File: src/rtl/delay_timer_sched.sv
// rtl/delay_timer_sched.sv - one delay counter shared round-robin among several sequencing FSMs
module delay_timer_sched #(
   parameter int NUM_REQ = 4,
   parameter int CNT_W   = 16
) (
   input  logic                     iClk,
   input  logic                     iRst,
   input  logic [NUM_REQ-1:0]       iReq,
   input  logic [NUM_REQ*CNT_W-1:0] iDelay,
   input  logic [NUM_REQ-1:0]       iAbort,
   output logic [NUM_REQ-1:0]       oGrant,
   output logic [NUM_REQ-1:0]       oDone,
   output logic                     oBusy,
   output logic [CNT_W-1:0]         oCntr
);

   localparam int IDX_W = (NUM_REQ > 1) ? $clog2(NUM_REQ) : 1;
   localparam int SUM_W = IDX_W + 1;

   typedef enum logic [1:0] {
      S_IDLE,
      S_LOAD,
      S_RUN,
      S_DONE
   } state_t;

   state_t             r_state;
   logic [IDX_W-1:0]   r_owner;
   logic [IDX_W-1:0]   r_ptr;
   logic [CNT_W-1:0]   r_delay;
   logic [CNT_W-1:0]   r_cntr;
   logic [NUM_REQ-1:0] r_grant;
   logic [NUM_REQ-1:0] r_done;
   logic               r_busy;

   state_t             w_state_nxt;
   logic [IDX_W-1:0]   w_owner_nxt;
   logic [IDX_W-1:0]   w_ptr_nxt;
   logic [CNT_W-1:0]   w_delay_nxt;
   logic [CNT_W-1:0]   w_cntr_nxt;
   logic [NUM_REQ-1:0] w_grant_nxt;
   logic [NUM_REQ-1:0] w_done_nxt;
   logic               w_found;
   logic [IDX_W-1:0]   w_sel;
   logic [SUM_W-1:0]   w_idx;
   logic [CNT_W-1:0]   w_sel_delay;
   logic               w_owner_drop;

   // Round-robin search starting just after the previous owner, wrapping around.
   always_comb begin
      w_found = 1'b0;
      w_sel   = r_ptr;
      w_idx   = '0;
      for (int i = 1; i <= NUM_REQ; i++) begin
         w_idx = {1'b0, r_ptr} + SUM_W'(i);
         if (w_idx >= SUM_W'(NUM_REQ)) begin
            w_idx = w_idx - SUM_W'(NUM_REQ);
         end
         if (!w_found && iReq[w_idx[IDX_W-1:0]]) begin
            w_found = 1'b1;
            w_sel   = w_idx[IDX_W-1:0];
         end
      end
   end

   assign w_sel_delay  = iDelay[w_sel*CNT_W +: CNT_W];
   assign w_owner_drop = iAbort[r_owner] | ~iReq[r_owner];

   // Next-state and next-output decode; abort/withdraw outranks terminal count in RUN.
   always_comb begin
      w_state_nxt = r_state;
      w_owner_nxt = r_owner;
      w_ptr_nxt   = r_ptr;
      w_delay_nxt = r_delay;
      w_cntr_nxt  = r_cntr;
      w_grant_nxt = r_grant;
      w_done_nxt  = '0;
      case (r_state)
         S_IDLE: begin
            w_grant_nxt = '0;
            if (w_found) begin
               w_state_nxt = S_LOAD;
               w_owner_nxt = w_sel;
               w_ptr_nxt   = w_sel;
               w_delay_nxt = w_sel_delay;
               w_grant_nxt = NUM_REQ'(1) << w_sel;
            end
         end
         S_LOAD: begin
            w_cntr_nxt  = '0;
            w_state_nxt = S_RUN;
         end
         S_RUN: begin
            if (w_owner_drop) begin
               w_state_nxt = S_IDLE;
               w_grant_nxt = '0;
            end else if (r_cntr == r_delay) begin
               w_state_nxt = S_DONE;
               w_grant_nxt = '0;
               w_done_nxt  = r_grant;
            end else begin
               w_cntr_nxt = r_cntr + CNT_W'(1);
            end
         end
         S_DONE: begin
            w_state_nxt = S_IDLE;
            w_grant_nxt = '0;
         end
         default: begin
            w_state_nxt = S_IDLE;
            w_grant_nxt = '0;
         end
      endcase
   end

   // State and registered outputs; reset drops any operation in flight without oDone.
   always_ff @(posedge iClk or posedge iRst) begin
      if (iRst) begin
         r_state <= S_IDLE;
         r_owner <= '0;
         r_ptr   <= IDX_W'(NUM_REQ - 1);
         r_delay <= '0;
         r_cntr  <= '0;
         r_grant <= '0;
         r_done  <= '0;
         r_busy  <= 1'b0;
      end else begin
         r_state <= w_state_nxt;
         r_owner <= w_owner_nxt;
         r_ptr   <= w_ptr_nxt;
         r_delay <= w_delay_nxt;
         r_cntr  <= w_cntr_nxt;
         r_grant <= w_grant_nxt;
         r_done  <= w_done_nxt;
         r_busy  <= (w_state_nxt != S_IDLE);
      end
   end

   assign oGrant = r_grant;
   assign oDone  = r_done;
   assign oBusy  = r_busy;
   assign oCntr  = r_cntr;

endmodule
File: config.mk
export PLATFORM = sky130hd
export DESIGN_NAME = delay_timer_sched
export DESIGN_NICKNAME = d
export VERILOG_FILES = /design/src/rtl/delay_timer_sched.sv
export SDC_FILE = /design/constraint.sdc
export NUM_CORES = 1
export LEC_CHECK = 0
export ABC_AREA = 1
export CORE_ASPECT_RATIO = 0.9
export CORE_UTILIZATION = 30
export DETAILED_ROUTE_END_ITERATION = 8
export HOLD_SLACK_MARGIN = 0.08
export PLACE_DENSITY = 0.62
export REMOVE_ABC_BUFFERS = 1
export SLEW_MARGIN = 15
export SYNTH_ARGS = -nofsm -noshare
export SYNTH_HDL_FRONTEND = slang
export SYNTH_SLANG_ARGS = --single-unit
File: constraint.sdc
create_clock -name iClk -period 1.86 [get_ports iClk]
set_clock_uncertainty 0.2 [all_clocks]
set_input_delay 0.186 -clock iClk [delete_from_list [all_inputs] [get_ports iClk]]
set_output_delay 0.186 -clock iClk [all_outputs]
set_load 0.05 [all_outputs]
==> impl_results.md <==
* Critical path cell sequence: buf_6, nand2_1, nand2_2, nand2_4, nand2_4, nor2_4, buf_4, nand3_4, nand2_4, buf_12, nor2_4, nand3_2, nand3_1
* Part of the power in combinational logic at 0.748
* Via density at 4.56
* Yosys cell types at 31
* CTS root buf: clkbuf_16
* Boundary pin count at 99
* First-pass GRT wire length at 17900 um
* Sequential share of power at 0.156
* Initial core utilization at 0.310
* Commonest non-fill, non-tap cells in the layout: nand2_1, buf_4, clkdlybuf4s50_1
* Remaining global-route overflow at 0
* LEAKAGE at 0.00292 uW
* Seq/Total Area, Yosys at 0.329
* Sw Share at 0.460
* Drt pass-1 iters at 4
* Max Slew Vio Count at 0
* Worst setup EP type: flip-flop
* Worst slack at placement at -0.404 ns
* Post-DP HPWL at 8120 um
* DRC at 0
* Total Power at 10600 uW
* Synth Instances at 543
* N_diodes at 0
* Post-Route WL at 11000 um
* Layout Nets at 785
* Pwr/cell area at 1840 nW/um2
* Maxcap violations at 0
* Ys flop type: dfrtp_1
* CTS tree: done
* Commonest non-fill, non-tap cell in the layout: nand2_1
* CP top delay family: simple AND/OR/NAND/NOR gates
* Most common cell on crit path: nand2_4
* Antenna violations before repair at 0
* Layout cell share with drive strength beyond 1 at 0.268
* Avg Cell Area, Syn at 6.59 um2
* Psw at 4900 uW
* Post-Syn Area at 3580 um2
* Post-route cell area at 5790 um2
* FFs w/ async S/R, synth at 1.00
* DR iter-0 viols at 205
* Post-DRT Antenna Nets at 0
* CP arrival at 2.29 ns
* Final period util at 1.23
* Max VDD drop at 944 uV
* CP bufs+invs at 3
* CTS buffer count at 5
* Yosys reg bits at 47
* Worst R2R Path Depth at 13
* Worst-Margin Slew at 0.415 ns
* Largest net degree at the start of global routing at 21
* Total track usage at 0.181
* Power Internal at 5750 uW
* DIE AREA at 12400 um2
* Clock Path Buffers at 2
* Worst setup slack after layout at -0.420 ns
* Slowest CP cell: dfstp_2
* CTS clk-pin slew, worst paths at 0.06 ns
* Yosys top cell area share at 0.315
* Cell count along the critical path at 13
* Slowest stage delay, CP at 0.62 ns
* Outcome: complete, but fails checks
* Clk sink count at 47
* Finished Core Util at 0.502
* WL/cell at 12.7 um
* Chip Width at 117 um
* Cell Area, Placed at 5070 um2
* Clock power share at 0.096
* Vias at 3932
* RSZ-0062 raised after global routing: true
* Area Growth Syn to Fin at 61.8%
* Chip Height at 106 um
* FP Rows at 37
* Worst-path maximum fanout at 5
* Number of flops mapped to enable cells by yosys at 0
* Endpoints failing hold at 0
* Vias in the first global route at 3842
* Core Region at 11500 um2
* F_max at 439 MHz
* Worst setup SP type: flip-flop
* Hold path depth at 2
* Tmin final at 2.28 ns
* Area leader, netlist: dfrtp_1
* Slew HR at 0.721
* Critical path type: reg2reg
* Number of buffers added on ports at 98
* Syn. warnings at 0
* Final Setup Violations at 43
* H-tree Lvls at 2
* TNS Setup at -10.90 ns
* Worst Hold Class: reg2reg
* Failing checks: setup timing
* Synth area leaders: dfrtp_1, nand2_1, nand3_1
* GP Congestion at 0.872
* Clk_lat worst skew at 0.28 ns
* Critical path data required time at 1.87 ns
## synthesized netlist by cell type, types with 6 or more instances
master	number
nand4_1	14
dfrtp_1	45
nor2_1	27
or2_0	8
ha_1	6
xor2_1	10
buf_2	9
xnor2_1	16
nor3_1	10
nand3_1	64
nand2_1	202
inv_2	6
nand2_2	9
inv_1	71
## sequential cells by signal, indices dropped and copies added (netlist names)
signal,count
oBusy,1
oCntr,16
oDone,4
oGrant,4
r_delay,16
r_owner,2
r_ptr,2
r_state,2
## final timing paths
path                            slack (ns)                   start                 endpoint
worst min-delay path                  0.31  r_delay[9]$_DFFE_PP0P_   r_delay[9]$_DFFE_PP0P_
max in group asynchronous             0.47                    iRst    oGrant[1]$_DFFE_PP0P_
worst max register to register       -0.42    r_ptr[0]$_DFFE_PP1P_  r_delay[11]$_DFFE_PP0P_
worst max-delay path                 -0.42    r_ptr[0]$_DFFE_PP1P_  r_delay[11]$_DFFE_PP0P_
worst min register to register        0.31  r_delay[9]$_DFFE_PP0P_   r_delay[9]$_DFFE_PP0P_
min in group asynchronous             0.57                    iRst   r_delay[5]$_DFFE_PP0P_
## area by class of cell
cell class	count	area (um2)
Clock buffer	7	133
Sequential cell	47	1180
Fill cell	1123	5740
Timing Repair Buffer	176	1740
Clock inverter	1	30.0
Multi-Input combinational cell	398	2210
Tap cell	156	195
Inverter	77	299
## tightest hold or removal path: cells and delay by family (launching register included)
kind             cells  cell delay (ns)
flip-flops           1             0.36
AND/OR/NAND/NOR      2             0.12
## through the flow
stage | hold WS, ns | cells
finish | 0.306 | 862
global route | 0.339 | 862
CTS | 0.308 | 853
detailed placement | 0.292 | 830
global placement | 0.290 | 830
floorplan | 0.212 | 521
## power groups by stage
stage	combinational [uW]	clock (uW)	sequential, uW
global route	8750	1080	1700
detailed placement	6000	0	1660
floorplan	3370	0	1790
global placement	5810	0	1660
CTS	6960	1040	1650
finish	7970	1020	1660
## kinds of logic (layout without fill, tap and decap cells)
| group | Yosys count | in the layout | synth area share |
|---|---|---|---|
| AOI/OAI and AO/OA | 14 | 14 | 0.0206 |
| xor gates and xnor gates | 26 | 26 | 0.0637 |
| adders and majority gates | 6 | 6 | 0.0210 |
| buffers and inverters | 99 | 261 | 0.123 |
| DFF | 47 | 47 | 0.329 |
| and+or+nand+nor | 351 | 352 | 0.442 |
## per-layer routing
metal | routed length [um] | up-vias | GRT usage | share of wire
li1 | - | 2001 | - | -
met3 | 359 | 11 | 0.0207 | 0.033
met4 | 150 | 0 | 0.0488 | 0.014
met5 | 0 | - | 0 | 0
met2 | 5350 | 87 | 0.302 | 0.49
met1 | 5100 | 1833 | 0.244 | 0.47
## what timing repair did
item | CTS | global route
cloned | 2 | 2
hold buffers | 1 | 0
pin swaps | 17 | 24
setup endpoints to repair | 43 | 43
setup buffers | 12 | 7
gates resized for setup | 29 | 61
endpoints found under the hold margin | 9 | 0
Note: power is estimated with default switching activity, not from simulation.
